### src/rtl/booth_pp_acc_seq.sv
// ============================================================================
// booth_pp_acc_seq : sequential reducer for Booth radix-16 partial products
//   Feeds one shared 3-input adder with PP pairs, ceil(NUM_PP/2) cycles per op.
//   Optional abort input enabled by defining BOOTH_SEQ_ABORT_EN.
// Revision: 1.0
// ============================================================================
`default_nettype none

module booth_pp_acc_seq #(
  parameter  int LENGTH = 32,
  localparam int NUM_PP = LENGTH/4 + 1,
  localparam int W      = LENGTH*2 + 4
) (
  input  logic              sys_clk,
  input  logic              sys_rst_n,
  input  logic              start,
`ifdef BOOTH_SEQ_ABORT_EN
  input  logic              abort,
`endif
  input  logic              pp_valid,
  output logic              pp_ready,
  input  logic [W-1:0]      pp_a,
  input  logic [W-1:0]      pp_b,
  input  logic              pp_ci,
  output logic              busy,
  output logic              done,
  output logic [LENGTH*2-1:0] product
);

  localparam int NUM_PAIRS = (NUM_PP + 1) / 2;
  localparam int CNT_W     = $clog2(NUM_PAIRS) + 1;
  localparam bit ODD_PP    = (NUM_PP % 2) == 1;

  typedef enum logic [1:0] {
    S_IDLE  = 2'd0,
    S_ACCUM = 2'd1,
    S_DONE  = 2'd2
  } state_t;

  state_t                 state_q, state_d;
  logic [W-1:0]           acc_q, acc_d;
  logic [CNT_W-1:0]       cnt_q, cnt_d;
  logic [LENGTH*2-1:0]    product_q;
  logic                   last_pair;
  logic [W-1:0]           pp_b_eff;

  assign last_pair = (cnt_q == CNT_W'(NUM_PAIRS - 1));
  // With an odd PP count the final pair carries only one real partial product.
  assign pp_b_eff  = (ODD_PP && last_pair) ? '0 : pp_b;

  always_comb begin
    state_d  = state_q;
    acc_d    = acc_q;
    cnt_d    = cnt_q;
    pp_ready = 1'b0;
    busy     = 1'b0;
    done     = 1'b0;
    case (state_q)
      S_IDLE: begin
        if (start) begin
          acc_d   = '0;
          cnt_d   = '0;
          state_d = S_ACCUM;
        end
      end
      S_ACCUM: begin
        pp_ready = 1'b1;
        busy     = 1'b1;
        if (pp_valid) begin
          acc_d = acc_q + pp_a + pp_b_eff + {{(W-1){1'b0}}, pp_ci};
          cnt_d = cnt_q + CNT_W'(1);
          if (last_pair) state_d = S_DONE;
        end
      end
      S_DONE: begin
        busy    = 1'b1;
        done    = 1'b1;
        state_d = S_IDLE;
      end
      default: state_d = S_IDLE;
    endcase
`ifdef BOOTH_SEQ_ABORT_EN
    // Abort overrides any transfer taken in the same cycle.
    if (abort && (state_q != S_IDLE)) begin
      state_d = S_IDLE;
      acc_d   = '0;
      cnt_d   = '0;
    end
`endif
  end

  always_ff @(posedge sys_clk) begin
    if (!sys_rst_n) begin
      state_q   <= S_IDLE;
      acc_q     <= '0;
      cnt_q     <= '0;
      product_q <= '0;
    end else begin
      state_q   <= state_d;
      acc_q     <= acc_d;
      cnt_q     <= cnt_d;
      product_q <= acc_d[LENGTH*2-1:0];
    end
  end

  assign product = product_q;

endmodule

`default_nettype wire
### config.mk
export PLATFORM = sky130hd
export DESIGN_NAME = booth_pp_acc_seq
export DESIGN_NICKNAME = d
export VERILOG_FILES = /design/src/rtl/booth_pp_acc_seq.sv
export SDC_FILE = /design/constraint.sdc
export NUM_CORES = 1
export LEC_CHECK = 0
export ABC_AREA = 1
export ABC_CLOCK_PERIOD_IN_PS = 6200
export CORE_AREA = 2 2 135 137
export CTS_BUF_LIST = sky130_fd_sc_hd__clkbuf_4
export DETAILED_ROUTE_END_ITERATION = 8
export DIE_AREA = 0 0 137 139
export GPL_TIMING_DRIVEN = 0
export HOLD_SLACK_MARGIN = 0.05
export PLACE_DENSITY = 0.92
export SYNTH_ARGS = -nofsm -noshare
export SYNTH_HDL_FRONTEND = slang
export SYNTH_SLANG_ARGS = --single-unit
### constraint.sdc
create_clock -name sys_clk -period 6.2 [get_ports sys_clk]
set_clock_uncertainty 0.2 [all_clocks]
set_input_delay 1.86 -clock sys_clk [delete_from_list [all_inputs] [get_ports sys_clk]]
set_output_delay 1.86 -clock sys_clk [all_outputs]
set_load 0.01 [all_outputs]
* After elaboration in Yosys (flattened, before gate mapping)
Index checks and enable logic that the tools add are counted.
** Operators by class
- Eq/ne operators :: 6
- Reductions and logical operators :: 5
- Mux-type cells :: 14
- $add $sub $neg :: 4
** Operator list (count)
- two-way mux 68 bit :: 3
- adder 68 bit :: 2
- case mux 68 bit (2 select lines) :: 1
- adder 68 x 1 -> 68 bit :: 1
- two-way mux 4 bit :: 2
- case mux 4 bit (2 select lines) :: 1
- two-way mux 2 bit :: 3
- inequality test 2 bit, second input constant :: 3
- AND reduction 3 bit :: 2
- adder 4 x 1 -> 4 bit, second input constant :: 1
- == test 4 x 3 -> 1 bit, second input constant :: 1
- case mux 2 bit (2 select lines) :: 1
- two-way mux 1 bit :: 3
- == test 2 x 1 -> 1 bit, second input constant :: 1
- == test 2 bit, second input constant :: 1
- zero test 2 bit :: 1
- nonzero test 2 bit :: 1
- OR reduction 2 bit :: 1
** Storage, ports and cells
- Register bits after elaboration :: 74
- Logic and storage cells :: 33
- Output and inout bits :: 67
- Input bits :: 141

* Longest topological paths before layout
Gate-level depths: netlist of the first run.
- Depth after elaboration :: 6
- Mapped depth :: 23
- Mapped depth without buffers :: 22

* Worst setup path before layout of the first run
OpenSTA, ideal clock, no wires.
- Kind :: input -> register
- From :: in pp_b[0]
- To :: reg acc_q[60]
- Path slack :: 2.045 ns
- Required time :: 5.868 ns
- Arrival :: 3.823 ns
- Cell stages on the path :: 17
- Library setup time :: 0.132 ns
- Buffers on the path :: 0
- Cells stage by stage :: inv_1 > nor2_1 > fa_1 > ha_1 > inv_1 > fa_1 > nor2_1 > or2_1 > nand2_1 > nand2_1 > nand2_1 > nand2_1 > nand2_1 > nand2_1 > nand2_1 > nand3_1 > a21oi_1
** Between the ends
- Word-level cells in the longest chain between the ends :: 5
** Ends and longest elaborated chain
- from (decl) :: line 23 : input logic [W-1:0] pp_b,
- two-way mux 68 bit :: line 49 : assign pp_b_eff = (ODD_PP && last_pair) ? '0 : pp_b;
- adder 68 bit :: line 70 : acc_d = acc_q + pp_a + pp_b_eff + {{(W-1){1'b0}}, pp_ci};
- adder 68 x 1 -> 68 bit :: line 70
- two-way mux 68 bit :: line 69 : if (pp_valid) begin
- case mux 68 bit (2 select lines) :: line 58 : case (state_q)
- to (signal assigned) :: line 95 : acc_q <= '0;
- to (signal assigned) :: line 100 : acc_q <= acc_d;
- to (decl) :: line 41 : logic [W-1:0] acc_q, acc_d;
No other way between the ends. The select of a mux whose other input is x is not followed.
A chain may end at the register's enable or synchronous reset.

* Final worst setup path of the first run
- From :: in pp_b[0]
- To :: reg acc_q[44]
Same word-level chain as after synthesis.

==> results.txt, run 1 <==
----------------------------------------------------
[Worst setup path]
  Category of the worst setup path launch point ... primary input
  Capturing element type of the critical path ... flop
  Buf+Inv Stages, Crit Path ... 3
  Critical path arrival ... 4.96 ns
  Chain of cells forming the critical path ... clkdlybuf4s50_1, inv_1, nor2_1, fa_1, ha_1, inv_1, fa_1, nor2_1, or2_1, nand2_1, nand2_1, nand2_1, nand2_1, nand2_1, nand2_1, nand2_1, nand3_1, a21oi_1
  Library cell contributing the largest single delay on the critical path ... fa_1
  Worst path top cell family by delay ... simple AND/OR/NAND/NOR gates
  Endpoint required time on the critical path ... about 6.4 ns
  Most prevalent standard cell on the critical path ... nand2_1
  Maximum cell stage delay along the critical path ... 0.49 ns
  Crit path kind ... primary input to flop
  FF-to-FF Start ... cnt_q[0]
  Worst setup startpoint ... pp_b[0]
  Maximum net fanout on the critical path ... 4

[Timing]
  Post-route fraction of the period consumed by the critical path ... 0.770
  RSZ-0062 raised after global routing ... no
  Count of endpoints failing setup in the final report ... 0
  Maximum frequency from static timing analysis ... 209 MHz
  Least-Margin Pin Slew ... 0.944 ns
  Fin Setup TNS ... 0 ns
  Final-report hold violation count ... 0
  Slew margin rel. ... 0.370
  Clock period minus worst slack ... roughly 4.8 ns
  Final max-slew violation count ... 0

[CTS]
  Number of gates resized after CTS ... 0
  Worst-path clk slew ... roughly 0.16 ns
  Cts hold-fix bufs ... 0
  H-tree level count ... 3
  Post-CTS setup buffers ... 0
  Clk Tree Root Cell ... clkbuf_4
  Clock insertion delay at the later pin of the skew report ... 0.50 ns
  Maximum count of clock buffers along a single path ... 2
  CTS tree ... done
  Clock Sink Count ... 70
  TritonCTS Buffers ... 9

[Power]
  Sequential fraction of design power ... 0.155
  Clock power share ... 0.082
  Switching power summed over all nets ... around 2.5 mW
  Leakage Power ... 6.81 nW
  Ratio of total power to cell area ... 347 nW/µm²
  Cell-internal power ... 1.90 mW
  Combinational cell fraction of total power ... 0.764
  VDD IR max ... 0.329 mV
  Switching power share of the total ... 0.569

[Floorplan]
  # IOs ... 208
  DIE AREA ... 19000 µm²
  Y dimension of the die ... 139 µm
  Area of the core ... 17700 µm²
  Die width ... 137 µm
  Placement Rows ... 49
  Starting density of the core ... 0.581

[Yosys]
  Yosys warning total ... 0
  Post-Syn Nets ... roughly 2100
  Number of standard cells after synthesis ... 1788
  Fraction of registers with async set/reset ... 0
  Syn Std Cell Area ... 10300 µm²
  Post-synth EDFFs ... 0
  Most used standard cells in the synthesized netlist ... nand2_1, inv_1, nor2_1
  Biggest area consumer among synthesized cells ... nand2_1
  Most frequent cell after synthesis ... nand2_1
  Portion of synthesized cell area occupied by the leading cell type ... 0.233
  Post-synthesis register bit count ... 70
  Main synth FF type ... dfxtp_1
  Top cells by area in the synthesized netlist ... nand2_1, inv_1, dfxtp_1
  Mean instance size in the synthesized netlist ... 5.74 µm²
  Portion of the post-synthesis area used by sequential elements ... 0.137
  Cell variety after synth ... 35

[Placed design]
  RePlAce Congestion ... about 1
  Port Buffer Count ... 199
  Final HPWL DP ... 30500 µm

[GRT]
  Global-route track usage on met1 ... 0.435
  Most heavily used metal layer in global routing ... met2
  Routing usage on met3 ... 0.0618
  GRT Total Usage ... 0.379
  Total grt overflow ... 0
  Vias in the first global route ... 11300
  Met2 usage in global routing ... 0.641
  Global-route wire length before repair ... 55700 µm
  Number of antenna violations at the first check in global routing ... 1
  Largest net degree at the start of global routing ... 15

[Drt]
  Vias ... 11500
  WL per Instance ... 16.0 µm
  Remaining DRCs ... 0
  Antenna violation net count after detailed routing ... 0
  Initial DRC Count ... 866
  Pre-Repair DR Iteration Count ... 6
  Routed wire length ... 35700 µm
  Number of vias per cell after detailed routing ... 5.15

[Run]
  Max-cap violations ... 0

[Final layout]
  Area added between synthesis and finish ... 23.7%
  Util after Layout ... 0.719
  Post-layout nets ... 2272
  Share of layout cells above drive strength 1 ... 0.0624

[Worst hold path]
  Class of the worst hold path ... flop to flop
  Launch instance of the worst min-delay path ... acc_q[63]

[Run status]
  Outcome ... complete, no violations

----------------------------------------------------
-- registers in the layout, indices dropped and copies added (netlist names) --
register  flops
cnt_q         4
acc_q        64
state_q       2
-- through the flow --
| step | area (µm²) | setup WS (ns) | instances | hold slack (ns) | power [mW] |
|---|---|---|---|---|---|
| 6_report | 12700 | 1.42 | 2234 | 0.312 | 4.40 |
| 5_1_grt | 12700 | 1.29 | 2233 | 0.328 | 4.77 |
| 4_1_cts | 12700 | 1.51 | 2232 | 0.307 | 4.33 |
| 3_5_place_dp | 12500 | 0.991 | 2216 | 0.285 | 3.97 |
| 3_3_place_gp | 12500 | 1.04 | 2216 | 0.272 | 3.89 |
| 2_1_floorplan | 10300 | 2.04 | 1788 | 0.256 | 2.87 |
-- layer usage --
metal,vias up,share of wire
li1,5774,-
met2,462,0.47
met4,0,0.074
met5,-,0
met3,131,0.066
met1,5140,0.39
-- kinds of logic (layout without fill, tap and decap cells) --
group | after synthesis | in the layout | synth area share
other cells | 0 | 2 | 0
buf+inv | 427 | 642 | 0.161
simple gates | 993 | 993 | 0.402
fa+ha+maj | 133 | 133 | 0.209
xor+xnor | 4 | 4 | 0.00342
compound gates | 161 | 161 | 0.0877
flops | 70 | 70 | 0.137
-- power by group through the flow --
stage / Sequential (mW) / Combinational, mW / Clock (mW)
final: 0.681 / 3.36 / 0.359
after global routing: 0.699 / 3.71 / 0.370
after CTS: 0.682 / 3.29 / 0.359
after detailed placement: 0.692 / 3.28 / 0
after global placement: 0.683 / 3.20 / 0
after floorplan: 0.723 / 2.15 / 0
-- worst register-to-register path, delay by kind of cell (launching register included) --
kind	cells	cell delay [ns]
compound gates	1	0.07
fa+ha+maj	3	0.99
buf+inv	4	1.12
flops	1	0.38
simple gates	11	1.55
-- layout by cell type (no fill, tap or decap), types with 3 or more instances in the layout --
master | Yosys | final
nand2_1 | 637 | 637
inv_1 | 388 | 388
clkdlybuf4s50_1 | 0 | 199
nor2_1 | 161 | 161
a21oi_1 | 110 | 110
nand3_1 | 94 | 94
dfxtp_1 | 70 | 70
ha_1 | 69 | 69
fa_1 | 64 | 64
nand2_2 | 29 | 29
o21ai_0 | 26 | 26
a21oi_2 | 20 | 20
nor2_2 | 15 | 15
nor3_1 | 12 | 12
inv_2 | 11 | 11
clkbuf_1 | 11 | 11
nand4_1 | 11 | 11
or2_2 | 11 | 11
buf_2 | 9 | 9
clkbuf_4 | 0 | 9
nand3b_1 | 7 | 7
nand3_2 | 5 | 5
nor3_2 | 3 | 3
o21bai_1 | 3 | 3
inv_6 | 0 | 3
-- final cells by class --
class                           instances  area [µm²]
Fill cell                            1539        4970
Multi-Input combinational cell       1291        7210
Inverter                              401        1510
Antenna cell                            2        5.00
Clock buffer                            9        67.6
Tap cell                              229         287
Sequential cell                        70        1400
Timing Repair Buffer                  199        1990
Buffer                                 26         146
Clock inverter                          7        80.1
-- worst paths after layout --
path          endpoint  slack, ns  cells after the start
min reg2reg  acc_q[63]       0.31                      2
max          acc_q[44]       1.42                     18
max reg2reg  acc_q[58]       1.74                     19
min          acc_q[63]       0.31                      2
Note: power is estimated with default switching activity, not from simulation.
==> run 2, diff against run 1 <==
==> config.mk (replaced) <==
export PLATFORM = sky130hd
export DESIGN_NAME = booth_pp_acc_seq
export DESIGN_NICKNAME = d
export VERILOG_FILES = /design/src/rtl/booth_pp_acc_seq.sv
export SDC_FILE = /design/constraint.sdc
export NUM_CORES = 1
export LEC_CHECK = 0
export ABC_AREA = 1
export ABC_CLOCK_PERIOD_IN_PS = 4530
export CORE_AREA = 2 2 140 142
export CTS_BUF_LIST = sky130_fd_sc_hd__clkbuf_4
export DETAILED_ROUTE_END_ITERATION = 8
export DIE_AREA = 0 0 142 144
export GPL_TIMING_DRIVEN = 0
export HOLD_SLACK_MARGIN = 0.05
export PLACE_DENSITY = 0.87
export SYNTH_ARGS = -nofsm -noshare
export SYNTH_HDL_FRONTEND = slang
export SYNTH_SLANG_ARGS = --single-unit
==> constraint.sdc (replaced) <==
create_clock -name sys_clk -period 4.53 [get_ports sys_clk]
set_clock_uncertainty 0.2 [all_clocks]
set_input_delay 1.359 -clock sys_clk [delete_from_list [all_inputs] [get_ports sys_clk]]
set_output_delay 1.359 -clock sys_clk [all_outputs]
set_load 0.01 [all_outputs]
==> results.txt, run 2 (synthesis results as in run 1) <==
----------------------------------------------------
[Floorplan]
  Placement Rows ... 51 (+4.1%)
  Y dimension of the die ... 144 µm (+3.6%)
  # IOs ... 208 (unchanged)
  DIE AREA ... 20400 µm² (+7.4%)
  Starting density of the core ... 0.538 (-0.0433)
  Die width ... 142 µm (+3.6%)
  Area of the core ... 19100 µm² (+8.1%)

[GRT]
  Global-route wire length before repair ... 55100 µm (-1.1%)
  GRT Total Usage ... 0.356 (-0.0238)
  Total grt overflow ... 0 (unchanged)
  Vias in the first global route ... 11000 (-3.1%)
  Number of antenna violations at the first check in global routing ... 1 (unchanged)
  Largest net degree at the start of global routing ... 14 (-1)

[Placed design]
  RePlAce Congestion ... 1.04 (+0.64%)
  DP Area ... 12500 µm² (about the same)
  Worst slack, placed ... -0.272 ns (-1.26 ns)
  Port Buffer Count ... 199 (unchanged)
  Final HPWL DP ... 31400 µm (+3.1%)

[Worst setup path]
  Critical path arrival ... 4.57 ns (-0.39 ns)
  End of the worst register-to-register path ... acc_q[59]
  Most prevalent standard cell on the critical path ... nand2_1
  Buf+Inv Stages, Crit Path ... 4 (+1)
  Depth of the most critical reg-to-reg path ... 19 (unchanged)
  Crit path kind ... flop to flop
  FF-to-FF Start ... cnt_q[1]
  Library cell contributing the largest single delay on the critical path ... nor4_1
  Chain of cells forming the critical path ... inv_1, ha_1, nand3_1, inv_2, clkbuf_2, nor2_1, fa_1, ha_1, nand2_1, inv_1, nand2_1, nor2_2, nand2_1, nor4_1, nand2_1, nand2_1, nand2_1, nand3_1, a21oi_1
  Endpoint required time on the critical path ... 4.69 ns (-1.69 ns)
  Maximum net fanout on the critical path ... 10 (+6)
  Capturing element type of the critical path ... flop
  Maximum cell stage delay along the critical path ... 0.52 ns (+0.03 ns)
  Flop2flop setup slack ... 0.13 ns (-1.61 ns)
  Worst path top cell family by delay ... simple AND/OR/NAND/NOR gates
  Category of the worst setup path launch point ... flop

[CTS]
  Clock insertion delay at the later pin of the skew report ... 0.49 ns (about the same)
  Worst-path clk slew ... 0.16 ns (about the same)
  Clock Sink Count ... 70 (unchanged)
  CTS tree ... done
  Clk Tree Root Cell ... clkbuf_4
  Maximum count of clock buffers along a single path ... 2 (unchanged)
  TritonCTS Buffers ... 9 (unchanged)
  H-tree level count ... 3 (unchanged)
  Cts hold-fix bufs ... 0 (unchanged)
  Post-CTS setup buffers ... 0 (unchanged)

[Power]
  Switching power share of the total ... 0.575 (+0.00631)
  Combinational cell fraction of total power ... 0.772 (+0.008)
  Ratio of total power to cell area ... 472 nW/µm² (+36%)
  Clock power share ... 0.071 (-0.011)
  Cell-internal power ... 2.54 mW (+34%)
  VDD IR max ... 0.398 mV (+21%)
  Switching power summed over all nets ... 3.45 mW (+38%)
  Sequential fraction of design power ... 0.156 (about the same)
  Leakage Power ... 6.82 nW (+0.11%)

[Run status]
  Outcome ... complete, no violations

[Drt]
  WL per Instance ... 16.3 µm (+1.9%)
  Remaining DRCs ... 0 (unchanged)
  Antenna violation net count after detailed routing ... 0 (unchanged)
  Vias ... 11500 (+0.16%)
  Pre-Repair DR Iteration Count ... 6 (unchanged)
  Routed wire length ... 36500 µm (+2.3%)
  Initial DRC Count ... 750 (-13%)
  Number of vias per cell after detailed routing ... 5.14 (-0.25%)

[Final layout]
  Area added between synthesis and finish ... 23.6% (about the same)
  Registers with the most flip-flops ... acc_q (64), cnt_q (4), state_q (2)
  Reg with most FFs ... acc_q
  Top library cells by usage in the layout, fill and taps aside ... nand2_1, inv_1, clkdlybuf4s50_1
  Number of flip-flops under the largest register name ... 64 (unchanged)
  Most common library cell in the layout ignoring fill and taps ... nand2_1
  Finished Cell Area ... 12700 µm² (about the same)
  Post-layout nets ... 2272 (unchanged)
  Util after Layout ... 0.665 (-0.0540)
  Share of layout cells above drive strength 1 ... 0.0644 (+0.00200)

[Worst hold path]
  Sink of the worst hold path ... acc_q[0]
  Hold-critical path depth ... 2 (unchanged)
  Launch instance of the worst min-delay path ... acc_q[0]
  Class of the worst hold path ... flop to flop

[Timing]
  Slew margin rel. ... 0.348 (-0.0224)
  Final-report hold violation count ... 0 (unchanged)
  Worst setup margin ... 0.129 ns (-1.30 ns)
  Final max-slew violation count ... 0 (unchanged)
  RSZ-0062 raised after global routing ... no
  Post-route fraction of the period consumed by the critical path ... 0.972
  Maximum frequency from static timing analysis ... ~230 MHz
  Least-Margin Pin Slew ... 0.978 ns (+0.0336 ns)
  Count of endpoints failing setup in the final report ... 0 (unchanged)
  Clock period minus worst slack ... 4.40 ns

[Run]
  Max-cap violations ... 0 (unchanged)

----------------------------------------------------
## run 2: power groups by stage
stage                     Clock, mW  Combinational [mW]  Sequential [mW]
after floorplan                   0                2.94            0.989
after global placement            0                4.46            0.938
after detailed placement          0                4.56            0.950
after CTS                     0.431                4.58            0.937
after global routing          0.457                5.11            0.960
final                         0.428                4.63            0.937
## run 2: through the flow
step | instances | TNS (ns) | hold slack (ns) | power, mW
6_report | 2243 | 0 | 0.311 | 5.99
4_1_cts | 2241 | 0 | 0.311 | 5.95
5_1_grt | 2243 | 0 | 0.337 | 6.52
3_5_place_dp | 2225 | -1.73 | 0.290 | 5.51
2_1_floorplan | 1788 | 0 | 0.256 | 3.93
3_3_place_gp | 2225 | -1.11 | 0.271 | 5.40
## run 2: what timing repair did
item | CTS | global route
pin swaps | 0 | 0
setup endpoints to repair | 1 | 7
gates resized for setup | 2 | 3
## run 2: tightest hold or removal path: stages (launching register included)
cell,delay (ns)
dfxtp_1,0.36
nand2_1,0.07
a21oi_1,0.06
## run 2: per-layer routing
metal | global-route usage | vias to the layer above | wire, µm
met4 | 0.224 | 0 | 2440
met3 | 0.0510 | 107 | 2350
met5 | 0 | - | 0
li1 | - | 5780 | -
met2 | 0.629 | 428 | 17400
met1 | 0.405 | 5210 | 14300
## run 2: layout make-up
class / count / area [µm²]
diodes: 2 / 5.00
repair buffers: 199 / 1990
fillers: 1805 / 6400
plain buffers: 26 / 151
clock inverters: 6 / 47.5
well taps: 238 / 298
inverters: 401 / 1510
flip-flops and latches: 70 / 1400
clock buffers: 10 / 75.1
multi-input cells: 1291 / 7210
## run 2: worst max path at each step
stage | from | end | slack [ns] | depth (start not counted)
2_1_floorplan | pp_b[0] | acc_q[60] | 0.88 | 17
6_report | cnt_q[1] | acc_q[59] | 0.13 | 19
3_5_place_dp | pp_b[32] | acc_q[59] | -0.27 | 16
4_1_cts | cnt_q[1] | acc_q[59] | 0.05 | 17
3_3_place_gp | pp_b[54] | acc_q[59] | -0.27 | 14
5_1_grt | cnt_q[1] | acc_q[55] | 0.009 | 18
==> run 3, diff against run 2 <==
--- a/config.mk
+++ b/config.mk
@@ -7,13 +7,14 @@
 export LEC_CHECK = 0
 export ABC_AREA = 1
 export ABC_CLOCK_PERIOD_IN_PS = 4530
-export CORE_AREA = 2 2 140 142
-export CTS_BUF_LIST = sky130_fd_sc_hd__clkbuf_4
+export CORE_AREA = 2 2 141 143
+export CTS_BUF_LIST = sky130_fd_sc_hd__clkbuf_16
 export DETAILED_ROUTE_END_ITERATION = 8
-export DIE_AREA = 0 0 142 144
+export DIE_AREA = 0 0 143 145
 export GPL_TIMING_DRIVEN = 0
 export HOLD_SLACK_MARGIN = 0.05
-export PLACE_DENSITY = 0.87
+export PLACE_DENSITY = 0.86
+export REMOVE_ABC_BUFFERS = 1
 export SYNTH_ARGS = -nofsm -noshare
 export SYNTH_HDL_FRONTEND = slang
 export SYNTH_SLANG_ARGS = --single-unit
==> results.txt, run 3 (synthesis results as in run 1) <==
----------------------------------------------------
[Run status]
  Outcome ... complete, no violations

[Timing]
  Slew margin rel. ... 0.271 (-0.0772)
  Maximum frequency from static timing analysis ... 229 MHz (+0.68%)
  Minimum hold slack ... 0.301 ns (-0.0101 ns)
  Final-report hold violation count ... 0 (unchanged)
  Post-route fraction of the period consumed by the critical path ... 0.965 (-0.00659)
  Clock period minus worst slack ... 4.37 ns (-0.0298 ns)
  Final max-slew violation count ... 0 (unchanged)
  RSZ-0062 raised after global routing ... no
  Count of endpoints failing setup in the final report ... 0 (unchanged)
  Least-Margin Pin Slew ... 1.09 ns (+0.116 ns)

[Drt]
  Initial DRC Count ... 642 (-14%)
  Antenna violation net count after detailed routing ... 0 (unchanged)
  Remaining DRCs ... 0 (unchanged)
  WL per Instance ... 15.5 µm (-4.7%)
  Pre-Repair DR Iteration Count ... 5 (-1)
  Routed wire length ... 34800 µm (-4.7%)
  Number of vias per cell after detailed routing ... 5.02 (-2.3%)
  Vias ... 11300 (-2.2%)

[Floorplan]
  Placement Rows ... 51 (unchanged)
  Die width ... 143 µm (+0.70%)
  DIE AREA ... 20700 µm² (+1.4%)
  Starting density of the core ... 0.534 (-0.00357)
  Area of the core ... 19200 µm² (+0.67%)
  Y dimension of the die ... 145 µm (+0.69%)
  # IOs ... 208 (unchanged)

[Final layout]
  Number of flip-flops under the largest register name ... 64 (unchanged)
  Diode count ... 0 (-2)
  Reg with most FFs ... acc_q
  Top library cells by usage in the layout, fill and taps aside ... nand2_1, inv_1, clkdlybuf4s50_1
  Share of layout cells above drive strength 1 ... 0.0601 (-0.00430)
  Most common library cell in the layout ignoring fill and taps ... nand2_1
  Area added between synthesis and finish ... 25.2%
  Util after Layout ... 0.669 (+0.00399)
  Registers with the most flip-flops ... acc_q (64), cnt_q (4), state_q (2)
  Post-layout nets ... 2249 (-1.0%)
  Layout fillers ... 1767 (-2.1%)

[Worst setup path]
  Worst path top cell family by delay ... simple AND/OR/NAND/NOR gates
  Capturing element type of the critical path ... flop
  Category of the worst setup path launch point ... primary input
  Maximum cell stage delay along the critical path ... 0.49 ns (-0.03 ns)
  Endpoint required time on the critical path ... 4.60 ns (-0.09 ns)
  Chain of cells forming the critical path ... clkdlybuf4s50_1, inv_1, nor2_1, fa_1, ha_1, nand2_1, nor2_2, inv_2, nor2_1, and3_1, nand2_1, nand4_1, nand3_1, a21oi_1
  End of the worst register-to-register path ... acc_q[46]
  Depth of the most critical reg-to-reg path ... 20 (+1)
  Crit path kind ... primary input to flop
  Critical path arrival ... 4.44 ns (-0.13 ns)
  Buf+Inv Stages, Crit Path ... 3 (-1)
  FF-to-FF Start ... cnt_q[0]
  Library cell contributing the largest single delay on the critical path ... fa_1
  Flop2flop setup slack ... 0.25 ns (+0.12 ns)
  Maximum net fanout on the critical path ... 5 (-5)

[GRT]
  Global-route wire length before repair ... 54700 µm (-0.76%)
  Largest net degree at the start of global routing ... 65 (+51)
  Number of antenna violations at the first check in global routing ... 0 (-1)
  Total grt overflow ... 0 (unchanged)
  GRT Total Usage ... 0.337 (-0.0185)
  Vias in the first global route ... 10800 (-2.0%)

[CTS]
  Clock insertion delay at the later pin of the skew report ... 0.35 ns (-0.14 ns)
  CTS tree ... done
  Clk Tree Root Cell ... clkbuf_16
  TritonCTS Buffers ... 9 (unchanged)
  Worst-path clk slew ... 0.06 ns (-0.10 ns)
  Cts hold-fix bufs ... 0 (unchanged)
  Clock Sink Count ... 70 (unchanged)
  H-tree level count ... 3 (unchanged)
  Maximum count of clock buffers along a single path ... 2 (unchanged)

[Run]
  Max-cap violations ... 0 (unchanged)

[Placed design]
  RePlAce Congestion ... 0.997 (-3.7%)
  Port Buffer Count ... 199 (unchanged)
  Final HPWL DP ... 29100 µm (-7.4%)

[Power]
  Leakage Power ... 6.85 nW (+0.56%)
  Final Total Pwr ... 6.33 mW (+5.6%)
  Ratio of total power to cell area ... 493 nW/µm² (+4.3%)
  VDD IR max ... 0.261 mV (-34%)

[Worst hold path]
  Class of the worst hold path ... flop to flop
  Launch instance of the worst min-delay path ... acc_q[18]
  Sink of the worst hold path ... acc_q[18]
  Hold-critical path depth ... 2 (unchanged)

----------------------------------------------------
## run 3: stage by stage
step / instance area [µm²] / TNS, ns / setup slack [ns] / std cells
3_3_place_gp: 12400 / -4.52 / -0.309 / 2226
5_1_grt: 12800 / 0 / 0.00956 / 2245
3_5_place_dp: 12500 / -3.37 / -0.274 / 2229
4_1_cts: 12800 / 0 / 0.0927 / 2245
2_1_floorplan: 10100 / 0 / 0.767 / 1762
6_report: 12800 / 0 / 0.159 / 2245
## run 3: what timing repair did
item,in CTS,in global routing
pin swaps,0,0
gates resized for setup,1,5
setup endpoints to repair,10,7
buffers inserted,0,0
## run 3: routing by layer
metal  up-vias  part of all wire  GRT usage
met3        84             0.048     0.0406
met5         -                 0          0
met4         0             0.046      0.143
li1       5733                 -          -
met2       348              0.50      0.610
met1      5108              0.40      0.396
## run 3: report_power, final
group | internal [mW] | leakage (nW) | switching (mW)
registers | 0.768 | 0.569 | 0.166
clock network | 0.481 | 0.158 | 0.321
logic | 1.64 | 6.13 | 2.95
## run 3: cell type report
type                    instances  area (µm²)  area share
well taps                     265         332      0.0258
flip-flops and latches         70        1400       0.109
inverters                     401        1510       0.117
multi-input cells            1291        7230       0.563
repair buffers                202        2060       0.160
clock inverters                 7        90.1     0.00701
clock buffers                   9         225      0.0175
## run 3: worst max path at each step
stage	slack, ns	depth (start not counted)	end	from
2_1_floorplan	0.77	17	acc_q[60]	pp_b[0]
3_3_place_gp	-0.31	16	acc_q[42]	pp_b[6]
3_5_place_dp	-0.27	16	acc_q[40]	pp_b[0]
4_1_cts	0.09	16	acc_q[40]	pp_b[0]
5_1_grt	0.01	16	acc_q[41]	pp_b[8]
6_report	0.16	14	acc_q[55]	pp_b[29]
## run 3: worst reg2reg max path, delay by kind of cell, from the launching register on
| kind | cells | cell delay, ns |
|---|---|---|
| flops | 1 | 0.35 |
| buf+inv | 4 | 0.87 |
| compound gates | 1 | 0.19 |
| fa+ha+maj | 4 | 1.28 |
| simple gates | 11 | 1.30 |
==> variant 1: new RTL, settings of run 3 <==
Take the reset off `product_q` and load it in a clocked block of its own.
--- a/src/rtl/booth_pp_acc_seq.sv
+++ b/src/rtl/booth_pp_acc_seq.sv
@@ -94,13 +94,15 @@
       state_q   <= S_IDLE;
       acc_q     <= '0;
       cnt_q     <= '0;
-      product_q <= '0;
     end else begin
       state_q   <= state_d;
       acc_q     <= acc_d;
       cnt_q     <= cnt_d;
-      product_q <= acc_d[LENGTH*2-1:0];
     end
+  end
+
+  always_ff @(posedge sys_clk) begin
+    product_q <= acc_d[LENGTH*2-1:0];
   end
 
   assign product = product_q;
Behaviour: differs if sys_rst_n is asserted again (counterexample within 4 cycles, from zero or initial values and one cycle with sys_rst_n low); with sys_rst_n held inactive, the same outputs for 4 cycles.
==> variant 1 against run 3 <==
Non-clock buffer count is the same; setup slack got worse by 0.024 ns; largest power group unchanged; routed wire length grew 16%; power increased by 15%; area after synthesis grew 18%; global-route usage grew 5.4 points; sequential cell count grew 64; cell area increased by 17%; sequential share of layout area grew 7.0 points.
==> variant 1: results <==
export IMPL_status="completed"
export IMPL_firstDrtPassIters=6
export IMPL_worstPathArrival_ns=4.52
export IMPL_yosys_warnings=0
export IMPL_synthTopCellsByArea="nand2_1 (22%), dfxtp_1 (22%), inv_1 (13%), fa_1 (11%), ha_1 (7.0%)"
export IMPL_use_met3=0.06304
export IMPL_regToRegEndpoint="acc_q[28]$_SDFF_PN0_"
export IMPL_dp_hpwl_um=32110
export IMPL_grt_max_degree=64
export IMPL_rrSetupSlack_ns=0.16
export IMPL_drive_gt1_frac=0.05945
export IMPL_finalWirelength_um=40310
export IMPL_route_layer_met1_wl_um=14990
export IMPL_cts_made_buffers=17
export IMPL_crit_fanout=5
export IMPL_grt_use_met2=0.6866
export IMPL_timing_hold_ws_ns=0.3077
export IMPL_critPathTopFamily="simple AND/OR/NAND/NOR gates"
export IMPL_peakVddDrop_uv=279.7
export IMPL_slowest_stage="clkdlybuf4s50_1"
export IMPL_avgSynthCellArea_um2=6.147
export IMPL_synth_flop_cell="dfxtp_1"
export IMPL_grt_antenna_before_repair=1
export IMPL_fmax_mhz=227.5
export IMPL_htree_levels=4
export IMPL_reg2reg_depth=21
export IMPL_drt_iter0_drc=1053
export IMPL_dpl_cell_area_mm2=0.01437
export IMPL_wl_met2_um=19680
export IMPL_worst_pin_slew_ns=1.180
export IMPL_vias=12917
export IMPL_layout_cells_non_filler=2436
export IMPL_clock_latency_ns=0.43
export IMPL_gp_congestion=1.037
export IMPL_hp_start="acc_q[3]$_SDFF_PN0_"
export IMPL_power_leakage_nw=8.366
export IMPL_clk_pin_slew_ns=0.06
export IMPL_seq_area_frac_synth=0.2219
export IMPL_grt_use_met1=0.4343
export IMPL_track_usage=0.3907
export IMPL_grt_pass1_wl_um=63110
export IMPL_hold_end="product[3]$_DFF_P_"
export IMPL_pre_cts_ws_ns=-0.5371
export IMPL_route_met3_wl_um=2820
export IMPL_netlist_top_cells_count="nand2_1 (716), inv_1 (421), nor2_1 (155), dfxtp_1 (134), nand3_1 (106)"
export IMPL_ys_types=39
export IMPL_max_stage_delay_ns=0.45
## variant 1: changes by cell type in the layout (fill, tap and decap cells not counted), sizes merged, moves of 29 or more
cell	change
inv	+29
nand3	+35
a21oi	-36
dfxtp	+64
nand2	+68
## variant 1: layout make-up
class                   instances  area (µm²)
multi-input cells            1374        7727
fillers                      1410        4223
flip-flops and latches        134        2683
repair buffers                202        2062
inverters                     430        1619
clock buffers                  17       425.4
well taps                     265       331.6
clock inverters                13       133.9
diodes                          1       2.502
## variant 1: logic make-up after synthesis
| kind of cell | synth area share |
|---|---|
| compound gates | 0.06582 |
| simple gates | 0.3876 |
| fa+ha+maj | 0.1763 |
| flops | 0.2219 |
| buf+inv | 0.1433 |
| xor+xnor | 0.005071 |
## variant 1: how the worst max path moves through the flow
stage	startpoint	endpoint	cells after the start
final	pp_b[0]	acc_q[28]$_SDFF_PN0_	19
after CTS	pp_b[0]	acc_q[28]$_SDFF_PN0_	19
after detailed placement	pp_b[0]	acc_q[28]$_SDFF_PN0_	19
after global placement	pp_valid	acc_q[0]$_SDFF_PN0_	7
after global routing	pp_b[0]	acc_q[28]$_SDFF_PN0_	19
after floorplan	pp_b[0]	acc_q[28]$_SDFF_PN0_	18
## variant 1: worst min-delay path, cell delays in order (launching register included)
cell and delay, ns:
dfxtp_1 0.33, nand2_1 0.09, nand2_1 0.05
## variant 1: power breakdown
group	switching [W]	internal, W	total [W]
combinational	0.00274	0.00151	0.00425
sequential	0.000163	0.00148	0.00165
clock	0.000565	0.000801	0.00137
## variant 1: what timing repair did
action,CTS,global route
resized for setup,4,11
setup endpoints to repair,60,17
hold endpoints to repair,0,0
==> variant 2: new RTL, settings of run 3 <==
Made on the original files. `LENGTH`: 32 -> 16.
--- a/src/rtl/booth_pp_acc_seq.sv
+++ b/src/rtl/booth_pp_acc_seq.sv
@@ -7,7 +7,7 @@
 `default_nettype none
 
 module booth_pp_acc_seq #(
-  parameter  int LENGTH = 32,
+  parameter  int LENGTH = 16,
   localparam int NUM_PP = LENGTH/4 + 1,
   localparam int W      = LENGTH*2 + 4
 ) (
Ports: changed (resized pp_a, pp_b and product); port bits go from 208 to 112. The function was not compared with the original's and may differ.
==> variant 2 against run 3 <==
Power down 51%; cell area down 51%; sequential cell count is 33 lower; setup slack better by 0.065 ns; routed wire length fell by 59%; critical path depth increased by 2; area after synthesis is 53% lower; final cell count down 49%.
==> variant 2: results <==
export IMPL_fmax_mhz=232.2
export IMPL_switching_power_w=0.001637
export IMPL_comb_power_share=0.725
export IMPL_status="completed"
export IMPL_ys_types=30
export IMPL_grt_max_degree=35
export IMPL_pre_cts_ws_ns=-0.02719
export IMPL_cts_resized_gates=0
export IMPL_grt_pass1_wl_um=23740
export IMPL_hp_start="state_q[1]$_SDFFE_PN0P_"
export IMPL_grt_use_met2=0.2462
export IMPL_track_usage=0.1420
export IMPL_io_buffers=103
export IMPL_netlist_top_cells_count="nand2_1 (256), inv_1 (157), nor2_1 (72), a21oi_1 (62)"
export IMPL_startpoint="pp_b[0]"
export IMPL_p_seq_w=0.000500
export IMPL_worstPathArrival_ns=4.30
export IMPL_timing_hold_ws_ns=0.2869
export IMPL_vias_per_cell=4.314
export IMPL_gp_congestion=0.8932
export IMPL_drive_gt1_frac=0.06129
export IMPL_drt_iter0_drc=282
export IMPL_synthTopCellsByArea="nand2_1 (20%), dfxtp_1 (15%), fa_1 (13%), inv_1 (12%), ha_1 (9.6%)"
export IMPL_grt_use_met1=0.1818
export IMPL_regToRegEndpoint="acc_q[24]$_SDFFE_PN0P_"
export IMPL_use_met3=0.02079
export IMPL_power_density_mw_per_mm2=496.1
export IMPL_rrSetupSlack_ns=0.49
-- variant 2: logic make-up (layout without fill, tap and decap cells) --
kind of cell	count (synthesis)	count (layout)	synth area share
AND/OR/NAND/NOR	410	410	0.3637
flip-flops	37	37	0.1538
buffers and inverters	173	272	0.1455
XOR/XNOR	2	2	0.003638
adder cells (fa/ha/maj)	69	69	0.2291
AO/OA/AOI/OAI	91	91	0.1042
-- variant 2: area by class of cell --
| cell class | instances | area, µm² |
|---|---|---|
| clock buffer | 5 | 125.1 |
| clock inverter | 3 | 13.76 |
| fill | 2105 | 12980 |
| inverter | 161 | 609.3 |
| multi-input combinational | 572 | 3378 |
| sequential | 37 | 740.7 |
| tap | 265 | 331.6 |
| timing repair buffer | 103 | 1031 |
-- variant 2: layer usage --
| layer | vias up | wire length [µm] |
|---|---|---|
| li1 | 2574 | - |
| met1 | 2237 | 6707 |
| met2 | 112 | 6648 |
| met3 | 21 | 579 |
| met4 | 0 | 298 |
| met5 | - | 0 |
